File: src/rtl/run_control_pkg.sv
// run_control_pkg: shared definitions for the run/halt/step front-panel controller.
//   - rc_state_t   : FSM state encoding (HALTED=0, RUNNING=1, STOPPING=2, STEP=3)
//   - DEBOUNCE_CYCLES_DEF / ADDR_W_DEF : default parameter values
//   - is_running() : decode of the "processor is free-running" condition
package run_control_pkg;

  localparam int DEBOUNCE_CYCLES_DEF = 16;
  localparam int ADDR_W_DEF          = 16;

  typedef enum logic [1:0] {
    ST_HALTED   = 2'd0,
    ST_RUNNING  = 2'd1,
    ST_STOPPING = 2'd2,
    ST_STEP     = 2'd3
  } rc_state_t;

  // STOPPING still counts as running: the processor clock keeps going until
  // the next instruction boundary.
  function automatic logic is_running(input rc_state_t s);
    return (s == ST_RUNNING) || (s == ST_STOPPING);
  endfunction

endpackage

File: src/rtl/run_control_switch_debounce.sv
// switch_debounce: conditions one bouncing, asynchronous, active-high switch.
//   2-FF synchroniser -> debounce counter -> one-cycle rising-edge event.
//   The debounced level only follows the synchronised input after
//   DEBOUNCE_CYCLES consecutive samples that differ from the current level.
//   A clean switch edge yields rise_ev 2+DEBOUNCE_CYCLES cycles later.
// Ports:
//   clk     in  system clock
//   reset   in  synchronous active-high reset (clears everything)
//   sw      in  raw switch input
//   rise_ev out one-cycle pulse on a debounced 0->1 transition (registered)
module switch_debounce
  import run_control_pkg::*;
#(
  parameter int DEBOUNCE_CYCLES = DEBOUNCE_CYCLES_DEF
) (
  input  logic clk,
  input  logic reset,
  input  logic sw,
  output logic rise_ev
);

  localparam int CNT_W = $clog2(DEBOUNCE_CYCLES);
  localparam logic [CNT_W-1:0] CNT_MAX = CNT_W'(DEBOUNCE_CYCLES - 1);

  logic             sync1;
  logic             sync2;
  logic             level;
  logic [CNT_W-1:0] cnt;

  // Synchroniser, debounce counter and edge event.
  always_ff @(posedge clk) begin
    if (reset) begin
      sync1   <= 1'b0;
      sync2   <= 1'b0;
      level   <= 1'b0;
      cnt     <= '0;
      rise_ev <= 1'b0;
    end else begin
      sync1   <= sw;
      sync2   <= sync1;
      rise_ev <= 1'b0;
      if (sync2 == level) begin
        // Any sample agreeing with the current level restarts the count,
        // so bounces shorter than DEBOUNCE_CYCLES never get through.
        cnt <= '0;
      end else if (cnt == CNT_MAX) begin
        // This is the DEBOUNCE_CYCLES-th consecutive differing sample.
        level   <= sync2;
        cnt     <= '0;
        rise_ev <= sync2;
      end else begin
        cnt <= cnt + CNT_W'(1);
      end
    end
  end

endmodule

File: src/rtl/run_control.sv
// run_control: front-panel run/halt/single-step controller producing the
// processor clock enable.
//   Each switch is debounced by a switch_debounce instance; the resulting
//   events drive a 4-state FSM (HALTED, RUNNING, STOPPING, STEP). Halts only
//   complete on an instruction boundary (cpu_fetch). Event priority is
//   halt > run > step.
// Optional feature (macro RUN_CONTROL_BREAKPOINT_EN): address breakpoint
//   that halts directly from RUNNING on a matching fetch and sets bp_hit.
// Ports:
//   clk, reset                 clock, synchronous active-high reset
//   sw_run, sw_halt, sw_step   raw front-panel switches
//   cpu_fetch                  first cycle of each instruction fetch
//   pc, bp_addr, bp_arm        breakpoint inputs (RUN_CONTROL_BREAKPOINT_EN only)
//   clk_en                     processor clock enable (registered)
//   running                    high in RUNNING and STOPPING
//   state                      current FSM state code (registered)
//   bp_hit                     sticky breakpoint-halt flag (0 without the feature)
module run_control
  import run_control_pkg::*;
#(
  parameter int DEBOUNCE_CYCLES = DEBOUNCE_CYCLES_DEF,
  parameter int ADDR_W          = ADDR_W_DEF
) (
  input  logic              clk,
  input  logic              reset,
  input  logic              sw_run,
  input  logic              sw_halt,
  input  logic              sw_step,
  input  logic              cpu_fetch,
`ifdef RUN_CONTROL_BREAKPOINT_EN
  input  logic [ADDR_W-1:0] pc,
  input  logic [ADDR_W-1:0] bp_addr,
  input  logic              bp_arm,
`endif
  output logic              clk_en,
  output logic              running,
  output logic [1:0]        state,
  output logic              bp_hit
);

  if ((DEBOUNCE_CYCLES < 2) || (ADDR_W < 1)) begin : g_param_check
    $error("run_control: DEBOUNCE_CYCLES must be >= 2 and ADDR_W >= 1");
  end

  logic      run_ev;
  logic      halt_ev;
  logic      step_ev;
  logic      bp_match;
  rc_state_t state_r;
  rc_state_t next_state;
  logic      clk_en_r;
  logic      step_first_r;

  switch_debounce #(.DEBOUNCE_CYCLES(DEBOUNCE_CYCLES)) u_db_run (
    .clk(clk), .reset(reset), .sw(sw_run), .rise_ev(run_ev)
  );
  switch_debounce #(.DEBOUNCE_CYCLES(DEBOUNCE_CYCLES)) u_db_halt (
    .clk(clk), .reset(reset), .sw(sw_halt), .rise_ev(halt_ev)
  );
  switch_debounce #(.DEBOUNCE_CYCLES(DEBOUNCE_CYCLES)) u_db_step (
    .clk(clk), .reset(reset), .sw(sw_step), .rise_ev(step_ev)
  );

`ifdef RUN_CONTROL_BREAKPOINT_EN
  assign bp_match = bp_arm && cpu_fetch && (pc == bp_addr);
`else
  assign bp_match = 1'b0;
`endif

  // Next-state logic.
  always_comb begin
    next_state = state_r;
    case (state_r)
      ST_HALTED: begin
        // A coincident halt_ev masks run/step and is itself a no-op here.
        if (halt_ev) begin
          next_state = ST_HALTED;
        end else if (run_ev) begin
          next_state = ST_RUNNING;
        end else if (step_ev) begin
          next_state = ST_STEP;
        end else begin
          next_state = ST_HALTED;
        end
      end
      ST_RUNNING: begin
        if (halt_ev) begin
          next_state = ST_STOPPING;
        end else if (bp_match) begin
          next_state = ST_HALTED;
        end else begin
          next_state = ST_RUNNING;
        end
      end
      ST_STOPPING: begin
        if (cpu_fetch) begin
          next_state = ST_HALTED;
        end else begin
          next_state = ST_STOPPING;
        end
      end
      ST_STEP: begin
        // The fetch seen in the first STEP cycle belongs to the instruction
        // being released; the following fetch ends the step.
        if (cpu_fetch && !step_first_r) begin
          next_state = ST_HALTED;
        end else begin
          next_state = ST_STEP;
        end
      end
      default: next_state = ST_HALTED;
    endcase
  end

  // State register and registered clock enable.
  always_ff @(posedge clk) begin
    if (reset) begin
      state_r      <= ST_HALTED;
      clk_en_r     <= 1'b0;
      step_first_r <= 1'b0;
    end else begin
      state_r      <= next_state;
      clk_en_r     <= (next_state != ST_HALTED);
      step_first_r <= (next_state == ST_STEP) && (state_r != ST_STEP);
    end
  end

`ifdef RUN_CONTROL_BREAKPOINT_EN
  logic bp_hit_r;
  logic bp_set;
  logic bp_clr;

  // Same condition the FSM uses, so halt_ev keeps priority over a match.
  assign bp_set = (state_r == ST_RUNNING) && !halt_ev && bp_match;
  assign bp_clr = run_ev || step_ev;

  // Sticky breakpoint flag.
  always_ff @(posedge clk) begin
    if (reset) begin
      bp_hit_r <= 1'b0;
    end else if (bp_set) begin
      bp_hit_r <= 1'b1;
    end else if (bp_clr) begin
      bp_hit_r <= 1'b0;
    end else begin
      bp_hit_r <= bp_hit_r;
    end
  end

  assign bp_hit = bp_hit_r;
`else
  assign bp_hit = 1'b0;
`endif

  assign clk_en  = clk_en_r;
  assign state   = state_r;
  assign running = is_running(state_r);

endmodule

File: config.mk
export PLATFORM = sky130hd
export DESIGN_NAME = run_control
export DESIGN_NICKNAME = d
export VERILOG_FILES = /design/src/rtl/run_control_pkg.sv /design/src/rtl/run_control_switch_debounce.sv /design/src/rtl/run_control.sv
export SDC_FILE = /design/constraint.sdc
export NUM_CORES = 1
export LEC_CHECK = 0
export ABC_CLOCK_PERIOD_IN_PS = 3200
export BUFFER_PORTS_ARGS = -buffer_cell sky130_fd_sc_hd__buf_2
export CORE_ASPECT_RATIO = 1.25
export CORE_MARGIN = 4
export CORE_UTILIZATION = 47
export CTS_BUF_LIST = sky130_fd_sc_hd__clkbuf_2 sky130_fd_sc_hd__clkbuf_4 sky130_fd_sc_hd__clkbuf_8
export DETAILED_ROUTE_END_ITERATION = 12
export PLACE_DENSITY = 0.69
export SLEW_MARGIN = 40
export SYNTH_ARGS = -nofsm -noshare
export SYNTH_HDL_FRONTEND = slang
export SYNTH_HIERARCHICAL = 1
export SYNTH_SLANG_ARGS = --single-unit
File: constraint.sdc
create_clock -name clk -period 3.2 [get_ports clk]
set_input_delay 0.16 -clock clk [delete_from_list [all_inputs] [get_ports clk]]
set_output_delay 0.16 -clock clk [all_outputs]
set_load 0.05 [all_outputs]
# Word level (Yosys, flattened, before mapping)
# Cells that the tools add are included.
[word_totals]
regBits = 28
wordCells = 60
[op_classes]
add_sub_neg = 3
n_eq_ne = 11
mux = 7
bitwise = 6
n_reduce_logical = 15
[op_table]
columns = ["op", "count"]
rows = [
  ["$reduce_or 3->1", 6],
  ["$add 4x1->4 const B", 3],
  ["$eq 4x4->1 const B", 3],
  ["$mux 2", 6],
  ["$pmux 2 s4", 1],
  ["$eq 2x2->1 const B", 3],
  ["$not 1->1", 6],
  ["$reduce_and 2->1", 3],
  ["$eq 1x1->1", 3],
  ["$eq 2x1->1 const B", 1],
  ["$logic_and 1x1->1", 2],
  ["$logic_not 2->1", 1],
  ["$ne 2x2->1 const B", 1],
  ["$reduce_bool 2->1", 1],
  ["$logic_not 1->1", 1],
  ["$logic_or 1x1->1", 1],
]

# Depth between registers and ports, before layout
# Gate-level depths: netlist of the first run.
[logic_depth]
word_depth = 6
mapped_depth = 5

# By module
# The synthesis of the first run kept the hierarchy.
[modules_own_cells]
columns = ["module", "instances", "cells_each", "area_per_inst_um2"]
rows = [
  ["switch_debounce", 3, 25, 281.5],
  ["run_control", 1, 28, 256.5],
]

# Least setup slack after synthesis of the first run
# Ideal clock, no wire load.
[synth_timing]
kind = "register to register"
from = "reg state_r[0], in the netlist state[0]"
to = "reg step_first_r"
setup_time_ns = 0.079
arrival_ns = 1.501
required_time_ns = 3.121
path_slack_ns = 1.620
stages_incl_launch_ff = 5
cell_sequence = "dfxtp_1 inv_1 ha_1 a211o_1 a211oi_2"
[synth_between]
elab_chain_len = 4
word_cells_on_any_way = 8
classes_between = "eq/ne (5); mux (1); reduce/logical (2)"
[synth_lines]
columns = ["element", "line_no", "source"]
rows = [
  ["start, declared", "run_control.sv:49", "rc_state_t state_r;"],
  ["start signal, assigned", "run_control.sv:122", "state_r <= next_state;"],
  ["$eq 2x2->1 (tied with other cells)", "run_control.sv:73", "case (state_r)"],
  ["$pmux 2 s4", "run_control.sv:73", ""],
  ["$eq 2x2->1", "run_control.sv:124", "step_first_r <= (next_state == ST_STEP) && (state_r != ST_STEP);"],
  ["$logic_and 1x1->1 *", "run_control.sv:124", ""],
  ["end signal, assigned", "run_control.sv:124", ""],
  ["end, declared", "run_control.sv:52", "logic step_first_r;"],
]
# Every way passes the cells marked *; elsewhere a longest branch is shown, timed or not.
# A chain may end at the register's enable or synchronous reset.

# Worst setup path in the final report of the first run
[layout_timing]
from = "reg state_r[1], in the netlist state[1]"
to = "out running"
[layout_between]
elab_chain_len = 2
word_cells_on_any_way = 3
classes_between = "eq/ne (2); reduce/logical (1)"
[layout_lines]
columns = ["element", "line_no", "source"]
rows = [
  ["$eq 2x1->1 or $eq 2x2->1 (tied branches)", "run_control_pkg.sv:20", "return (s == ST_RUNNING) || (s == ST_STOPPING);"],
  ["$logic_or 1x1->1 *", "run_control_pkg.sv:20", ""],
  ["end, declared", "run_control.sv:36", "output logic running,"],
]
# Marks and branches as above.

==> impl_metrics.json, run 1 <==
{
  "ant_nets": 0,
  "syn-instance-count": 103,
  "crit_path_end_kind": "output port",
  "hold_depth": 2,
  "antenna_found_initial": 0,
  "drive_gt1_share_pct": 20.0,
  "finalWirelength_um": 1470,
  "clock-root-buffer": "clkbuf_4",
  "mostFrequentLayoutCells": "28 x dfxtp_1, 14 x nor2_1, 9 x buf_2, 9 x xor2_1, 7 x ha_1",
  "ff2ff_setup_slack_ns": 1.90,
  "crit_fanout": 4,
  "place.detailed.hpwl_um": 1130,
  "fin_crit_ns": 1.48,
  "power_density_mw_per_mm2": 487,
  "yosysSeqAreaShare_pct": 50.9,
  "start_util_pct": 49.8,
  "cts_buffers": 3,
  "setup-tns-final_ns": 0,
  "die_area_mm2": 0.00319,
  "avgViaCountPerCell": 4.72,
  "clkTransAtPathRegs_ns": 0.15,
  "hold_slack_ns": 0.0272,
  "avgSynthCellArea_um2": 10.7,
  "dieWidth_um": 51.3,
  "grt_setup_unrepaired": "no",
  "htree_num_levels": 1,
  "rr_startpoint": "state[1]$_SDFF_PP0_",
  "grt_overflow": 0,
  "synth.distinct_cells": 25,
  "crit_type": "reg2out",
  "fmax_mhz": 675,
  "cp_data_required_time_ns": 3.04,
  "fin_crit_sh_pct": 46.3,
  "maxSlewViolCount": 0,
  "coreArea_mm2": 0.00221,
  "worstHoldPathType": "in2reg",
  "grt_pass1_vias": 697,
  "syn2layout_area_growth_pct": 11.7,
  "nets": 129,
  "gp_congestion": 0.686,
  "hold_viol": 0,
  "min_to": "u_db_run/sync1$_SDFF_PP0_",
  "setup_viol": 0,
  "dr.first_iter.drc_count": 5,
  "startpoint_type": "flip-flop",
  "cts_hold_buf": 0,
  "reg2reg_depth": 5,
  "grt_util_all_layers_pct": 11.2,
  "rr_endpoint": "step_first_r$_SDFF_PP0_",
  "clock_latency_ns": 0.32,
  "die_h_um": 62.1,
  "grt_pass1_wl_um": 2760,
  "postCtsSetupBuffers": 0,
  "dr.pass1.iters": 3,
  "timing.max_cap.violations": 0,
  "syn_area_mm2": 0.00110,
  "skew_ns": 0.00945,
  "ys_ff_latch": 28,
  "worstHoldStart": "sw_run",
  "layout_commonest_cell": "dfxtp_1",
  "cp.arrival_ns": 1.32,
  "p_leak_nw": 0.554,
  "yosysWarnings": 6,
  "peakVddDrop_v": 0.000365,
  "tritoncts": "yes",
  "status": "finished clean",
  "portBuffers": 9,
  "rows": 19,
  "grt_max_degree": 23,
  "cts_resized": 0,
  "cts_sinks": 28,
  "post_drt_wl_per_cell_um": 10.1,
  "num_vias": 689,
  "n_antenna_cell": 0,
  "synth_nets": 116,
  "remaining_drc_errors": 0,
  "clockBufferDepth": 2,
  "pin_count": 11
}
[where the power goes]
group	switching (W)	total (W)	internal, W
clock network	0.0000990	0.000226	0.000127
logic	0.00000988	0.0000174	0.00000750
registers	0.00000233	0.000356	0.000353
[registers in the layout, summed over array words and instances, names as in the netlist]
register and cells:
u_db_halt/sync1 1, clk_en 1, u_db_run/level 1, u_db_step/sync1 1, u_db_halt/level 1, u_db_step/level 1
u_db_run/rise_ev 1, u_db_step/rise_ev 1, u_db_run/sync1 1, u_db_step/cnt 4, u_db_run/cnt 4, u_db_halt/rise_ev 1
u_db_halt/cnt 4, u_db_run/sync2 1, state 2, step_first_r 1, u_db_halt/sync2 1, u_db_step/sync2 1
[stage by stage]
| stage | worst slack, ns | cell area (um^2) | instances | total power [W] | utilization [%] |
|---|---|---|---|---|---|
| after floorplan | 1.62 | 1100 | 103 | 0.000374 | - |
| after global placement | 1.96 | 1180 | 142 | 0.000380 | 53.3 |
| after detailed placement | 1.90 | 1180 | 142 | 0.000381 | 53.3 |
| after CTS | 1.70 | 1230 | 146 | 0.000606 | 55.6 |
| after global routing | 1.62 | 1230 | 146 | 0.000625 | 55.6 |
| final | 1.72 | 1230 | 146 | 0.000599 | 55.6 |
[final cells by class]
type | instances | area (um^2)
Sequential cell | 28 | 561
Inverter | 5 | 18.8
Tap cell | 31 | 38.8
Timing Repair Buffer | 9 | 45.0
Clock buffer | 3 | 22.5
Fill cell | 211 | 981
Clock inverter | 1 | 30.0
Multi-Input combinational cell | 69 | 514
[synthesized netlist by cell type (all sizes together)]
library cell,number,area (um^2)
nand2b,2,12.5
nor2,14,52.6
a21boi,1,7.51
and3b,3,30.0
or2,1,6.26
nand3b,3,22.5
a21o,1,8.76
nand2,2,7.51
nand4bb,1,11.3
inv,5,18.8
conb,1,3.75
xor2,9,78.8
mux2i,3,30.0
dfxtp,28,561
nor4b,3,26.3
ha,7,87.6
nor2b,6,37.5
a31oi,1,6.26
buf,1,7.51
a211oi,1,12.5
a21oi,2,10.0
a211o,1,8.76
nand3,6,45.0
and2b,1,8.76
[layer usage]
layer  routed length [um]  GRT usage, %
met5                    0             0
met3                   65          3.11
met4                   21          4.92
met1                  654          12.2
met2                  731          19.5
[how the worst max path moves through the flow]
stage          cells after the start                       to  slack, ns           startpoint
2_1_floorplan                      4  step_first_r$_SDFF_PP0_       1.62  state[0]$_SDFF_PP0_
3_3_place_gp                       5        clk_en$_SDFF_PP0_       1.96  state[0]$_SDFF_PP0_
3_5_place_dp                       5  step_first_r$_SDFF_PP0_       1.90  state[1]$_SDFF_PP0_
4_1_cts                            3                  running       1.70  state[1]$_SDFF_PP0_
5_1_grt                            3                  running       1.62  state[0]$_SDFF_PP0_
6_report                           3                  running       1.72  state[1]$_SDFF_PP0_
[kinds of logic (layout without fill, tap and decap cells)]
kind of cell	after synthesis	after routing	synth area share, %
other	1	1	0.341
AOI/OAI and AO/OA	7	7	4.89
adders and majority gates	7	7	7.95
muxes	3	3	2.73
and+or+nand+nor	42	42	23.6
DFF	28	28	50.9
xor gates and xnor gates	9	9	7.16
buffers and inverters	6	18	2.39
[critical path, stage by stage (launching register included)]
cell and delay, ns:
dfxtp_1 0.40, inv_1 0.08, ha_1 0.27, buf_2 0.25
Note: power is estimated with default switching activity, not from simulation.
==> run 2: changes to the inputs <==
--- a/config.mk
+++ b/config.mk
@@ -5,14 +5,14 @@
 export SDC_FILE = /design/constraint.sdc
 export NUM_CORES = 1
 export LEC_CHECK = 0
-export ABC_CLOCK_PERIOD_IN_PS = 3200
+export ABC_CLOCK_PERIOD_IN_PS = 1200
 export BUFFER_PORTS_ARGS = -buffer_cell sky130_fd_sc_hd__buf_2
 export CORE_ASPECT_RATIO = 1.25
 export CORE_MARGIN = 4
 export CORE_UTILIZATION = 47
 export CTS_BUF_LIST = sky130_fd_sc_hd__clkbuf_2 sky130_fd_sc_hd__clkbuf_4 sky130_fd_sc_hd__clkbuf_8
 export DETAILED_ROUTE_END_ITERATION = 12
-export PLACE_DENSITY = 0.69
+export PLACE_DENSITY = 0.71
 export SLEW_MARGIN = 40
 export SYNTH_ARGS = -nofsm -noshare
 export SYNTH_HDL_FRONTEND = slang
==> constraint.sdc (replaced) <==
create_clock -name clk -period 1.2 [get_ports clk]
set_input_delay 0.06 -clock clk [delete_from_list [all_inputs] [get_ports clk]]
set_output_delay 0.06 -clock clk [all_outputs]
set_load 0.05 [all_outputs]
==> run 2 against run 1 <==
  * The flow now finishes with violations (setup timing)
  * Flip-flop and latch count stayed put
  * Global-route usage is 0.89 points higher
  * Count of clock-buffer cells in the layout stayed put
  * Combinational power grew to 3.3 times the previous value
  * Critical path type unchanged
==> impl_metrics.json, run 2 (synthesis results as in run 1) <==
{
  "status": "finished, violations left",
  "violations": "setup timing",
  "fin_crit_sh_pct": 100,
  "avgViaCountPerCell": 4.75,
  "p_leak_nw": 0.579,
  "ant_nets": 0,
  "hold_viol": 0,
  "dieWidth_um": 51.3,
  "clock-root-buffer": "clkbuf_4",
  "die_area_mm2": 0.00319,
  "worstPathCellList": "inv_4 -> ha_4 -> buf_8",
  "critPathSlowestCell": "dfxtp_4",
  "reg.largest.list": "u_db_halt/cnt (4), u_db_run/cnt (4), u_db_step/cnt (4)",
  "peakVddDrop_v": 0.000770,
  "crit_type": "reg2out",
  "drive_gt1_share_pct": 26.1,
  "maxSlewViolCount": 0,
  "post_drt_wl_per_cell_um": 10.2,
  "hold_slack_ns": 0.0610,
  "rr_startpoint": "state[0]$_SDFF_PP0_",
  "worstHoldStart": "reset",
  "nets": 133,
  "timing.max_cap.violations": 0,
  "portBuffers": 9,
  "hold_depth": 2,
  "clock_latency_ns": 0.32,
  "gp_congestion": 0.687,
  "place.detailed.hpwl_um": 1170,
  "min_to": "state[0]$_SDFF_PP0_",
  "num_vias": 712,
  "fin_crit_ns": 1.20,
  "rr_endpoint": "state[1]$_SDFF_PP0_",
  "grt_pass1_vias": 747,
  "cp.arrival_ns": 1.14,
  "cts_sinks": 28,
  "cp_data_required_time_ns": 1.14,
  "syn2layout_area_growth_pct": 19.0,
  "pin_count": 11,
  "cts_buffers": 3,
  "tritoncts": "yes",
  "start_util_pct": 49.8,
  "antenna_found_initial": 0,
  "worstHoldPathType": "in2reg",
  "crit_path_end_kind": "output port",
  "fillers": 199,
  "grt_util_all_layers_pct": 12.1,
  "n_antenna_cell": 0,
  "ff2ff_setup_slack_ns": 0.05,
  "mostFrequentLayoutCells": "26 x dfxtp_1, 14 x nor2_1, 9 x xor2_1",
  "clkTransAtPathRegs_ns": 0.13,
  "crit_fanout": 4,
  "startpoint_type": "flip-flop",
  "grt_overflow": 0,
  "max_stage_delay_ns": 0.40,
  "power_density_mw_per_mm2": 1220,
  "dp_cells": 143,
  "skew_ns": 0.00618,
  "grt_pass1_wl_um": 2980,
  "layout_commonest_cell": "dfxtp_1",
  "cp.buffers_inverters": 2,
  "path_delay_family": "flip-flops",
  "postCtsSetupBuffers": 0,
  "dr.first_iter.drc_count": 15,
  "grt_setup_unrepaired": "yes",
  "clockBufferDepth": 2,
  "setup_viol": 1,
  "finalWirelength_um": 1540,
  "dr.pass1.iters": 2,
  "htree_num_levels": 1,
  "setup_slack_ns": -0.00222,
  "coreArea_mm2": 0.00221,
  "final_cells": 150,
  "reg2reg_depth": 5,
  "die_h_um": 62.1,
  "fmax_mhz": 832,
  "rows": 19,
  "grt_max_degree": 17,
  "remaining_drc_errors": 0
}
-- run 2: area by class of cell --
class	count	area (um^2)	share of cell area, %
repair buffers	13	92.6	7.07
well taps	31	38.8	2.96
clock inverters	1	30.0	2.29
multi-input cells	69	534	40.8
flip-flops and latches	28	568	43.4
clock buffers	3	22.5	1.72
inverters	5	23.8	1.81
-- run 2: per-stage QoR --
| step | power [W] | setup WS, ns | setup TNS [ns] | instance area (um^2) | util (%) |
|---|---|---|---|---|---|
| final | 0.00159 | -0.00222 | -0.00222 | 1310 | 59.3 |
| after global routing | 0.00167 | -0.0610 | -0.108 | 1310 | 59.3 |
| after CTS | 0.00163 | -0.0275 | -0.0275 | 1300 | 58.9 |
| after detailed placement | 0.00101 | 0.0237 | 0 | 1210 | 54.6 |
| after global placement | 0.00101 | 0.0601 | 0 | 1210 | 54.6 |
| after floorplan | 0.000994 | 0.0144 | 0 | 1120 | - |
-- run 2: power breakdown --
group          internal, W  leakage (nW)  switching, W   total, W
Clock             0.000338        0.0279      0.000255   0.000593
Combinational    0.0000285         0.323     0.0000286  0.0000571
Sequential        0.000938         0.229    0.00000661   0.000944
Total              0.00130         0.579      0.000290    0.00159
-- run 2: worst max path at each step --
stage,from,depth (start not counted),end
CTS,state[0]$_SDFF_PP0_,3,running
floorplan,state[0]$_SDFF_PP0_,5,clk_en$_SDFF_PP0_
finish,state[0]$_SDFF_PP0_,3,running
detailed placement,state[0]$_SDFF_PP0_,5,state[1]$_SDFF_PP0_
global route,state[1]$_SDFF_PP0_,3,running
global placement,state[1]$_SDFF_PP0_,5,clk_en$_SDFF_PP0_
-- run 2: per-layer routing --
layer  track usage, %  vias up  part of all wire, %
met5                0        -                    0
met4             6.89        0                  1.0
met3             2.87        2                  3.6
met2             19.8       10                   50
met1             13.9      325                   45
li1                 -      375                    -
-- run 2: what timing repair did --
item,in CTS,in global routing
gates resized for setup,4,2
hold buffers,3,0
endpoints found under the hold margin,3,0
pin swaps,1,2
endpoints found under the setup margin,1,4
==> run 3: changes to the inputs <==
--- a/config.mk
+++ b/config.mk
@@ -18,3 +18,4 @@
 export SYNTH_HDL_FRONTEND = slang
 export SYNTH_HIERARCHICAL = 1
 export SYNTH_SLANG_ARGS = --single-unit
+export TNS_END_PERCENT = 1
==> run 3 against run 2 <==
  * The flow still finishes with violations (setup timing)
  * Die area stayed put
  * Critical path depth stayed put
  * Wire length hardly changed
  * Largest power group unchanged
  * Highest routed layer unchanged
==> impl_metrics.json, run 3 (synthesis results as in run 1) <==
{
  "placement.cell_area_mm2": 0.00121,
  "grt_pass1_vias": 747,
  "tritoncts": "yes",
  "cp.arrival_ns": 1.14,
  "peakVddDrop_v": 0.000766,
  "coreArea_mm2": 0.00221,
  "reg.largest.list": "u_db_halt/cnt (4), u_db_run/cnt (4), u_db_step/cnt (4)",
  "rows": 19,
  "violations": "setup timing",
  "hold_depth": 2,
  "setup_slack_ns": -0.00219,
  "gp_congestion": 0.687,
  "cts_buffers": 3,
  "dr.pass1.iters": 2,
  "clock-root-buffer": "clkbuf_4",
  "ff_latch_area_um2": 568,
  "crit_path_end_kind": "output port",
  "ant_nets": 0,
  "rr_startpoint": "state[0]$_SDFF_PP0_",
  "grt_use_met3_pct": 2.87,
  "start_util_pct": 49.8,
  "clkTransAtPathRegs_ns": 0.13,
  "portBuffers": 9,
  "drive_gt1_share_pct": 26.9,
  "postCtsSetupBuffers": 0,
  "antenna_found_initial": 0,
  "mostFrequentLayoutCells": "26 x dfxtp_1, 14 x nor2_1, 9 x xor2_1",
  "grt_max_degree": 17,
  "ff2ff_setup_slack_ns": 0.03,
  "remaining_drc_errors": 0,
  "crit_type": "reg2out",
  "met2_usage_pct": 19.8,
  "hold_slack_ns": 0.0644,
  "layout_commonest_cell": "dfxtp_1",
  "n_antenna_cell": 0,
  "pin_count": 11,
  "startpoint_type": "flip-flop",
  "power_density_mw_per_mm2": 1210,
  "nets": 133,
  "status": "finished, violations left",
  "worstHoldStart": "reset",
  "avgViaCountPerCell": 4.73,
  "cp_data_required_time_ns": 1.14,
  "grt_pass1_wl_um": 2980,
  "cts_sinks": 28,
  "fin_crit_sh_pct": 100,
  "skew_ns": 0.00495,
  "num_vias": 709,
  "hold_viol": 0,
  "grt_util_all_layers_pct": 12.1,
  "finalWirelength_um": 1540,
  "setup_viol": 1,
  "rr_endpoint": "clk_en$_SDFF_PP0_",
  "dieWidth_um": 51.3,
  "die_area_mm2": 0.00319,
  "dp_slack_ns": 0.0237,
  "timing.max_cap.violations": 0,
  "clockBufferDepth": 2,
  "grt_busiest_layer": "met2",
  "dr.first_iter.drc_count": 11,
  "die_h_um": 62.1,
  "multi_input_area_um2": 538,
  "post_drt_wl_per_cell_um": 10.2,
  "crit_fanout": 4,
  "finish.instance_area_mm2": 0.00131,
  "syn2layout_area_growth_pct": 19.3,
  "min_to": "state[0]$_SDFF_PP0_",
  "grtUsageMet1_pct": 13.9,
  "grt_setup_unrepaired": "yes",
  "worstHoldPathType": "in2reg",
  "fillers": 193,
  "place.detailed.hpwl_um": 1170,
  "grt_overflow": 0,
  "maxSlewViolCount": 0,
  "htree_num_levels": 1,
  "p_leak_nw": 0.579,
  "fin_crit_ns": 1.20,
  "reg2reg_depth": 5,
  "clock_latency_ns": 0.32,
  "fmax_mhz": 832
}
==> run 3: cell counts in the layout (fill, tap and decap cells not counted) <==
Identical to the previous run, type by type.
==> run 3: worst max path at each step <==
| stage | startpoint | endpoint | depth (start not counted) |
|---|---|---|---|
| after detailed placement | state[0]$_SDFF_PP0_ | state[1]$_SDFF_PP0_ | 5 |
| after floorplan | state[0]$_SDFF_PP0_ | clk_en$_SDFF_PP0_ | 5 |
| after global routing | state[1]$_SDFF_PP0_ | running | 3 |
| final | state[0]$_SDFF_PP0_ | running | 3 |
| after CTS | state[0]$_SDFF_PP0_ | running | 3 |
| after global placement | state[1]$_SDFF_PP0_ | clk_en$_SDFF_PP0_ | 5 |
==> run 3: layer usage <==
metal	share of wire (%)	vias up
li1	-	375
met1	45	322
met2	50	10
met3	3.6	2
met4	1.0	0
met5	0	-
==> run 3: layout make-up <==
cell class / count / area share [%]
multi-input combinational: 69 / 41.0
tap: 31 / 2.95
sequential: 28 / 43.2
inverter: 5 / 1.81
timing repair buffer: 13 / 7.05
clock buffer: 3 / 1.71
clock inverter: 1 / 2.29
==> run 3: through the flow <==
stage,util [%],setup TNS (ns),instances,power [W]
2_1_floorplan,-,0,103,0.000994
3_3_place_gp,54.6,0,143,0.00101
3_5_place_dp,54.6,0,143,0.00101
4_1_cts,58.9,-0.0275,150,0.00163
5_1_grt,59.4,-0.125,150,0.00167
6_report,59.4,-0.00219,150,0.00159
==> run 3: critical path, cell delays in order, from the launching register on <==
cell and delay (ns):
dfxtp_4 0.40, inv_4 0.04, ha_4 0.26, buf_8 0.13
==> run 3: repair_timing <==
item / 4_1_cts / 5_1_grt
resized for setup: 4 / 3
pin swaps: 1 / 1
cloned: 0 / 0
hold buffers: 3 / 0
setup endpoints to repair: 1 / 4
hold endpoints to repair: 3 / 0
==> run 3: power by group <==
part / internal (W) / switching [W] / total, W
sequential: 0.000938 / 0.00000660 / 0.000944
clock: 0.000338 / 0.000254 / 0.000591
combinational: 0.0000285 / 0.0000290 / 0.0000575
total: 0.00130 / 0.000289 / 0.00159
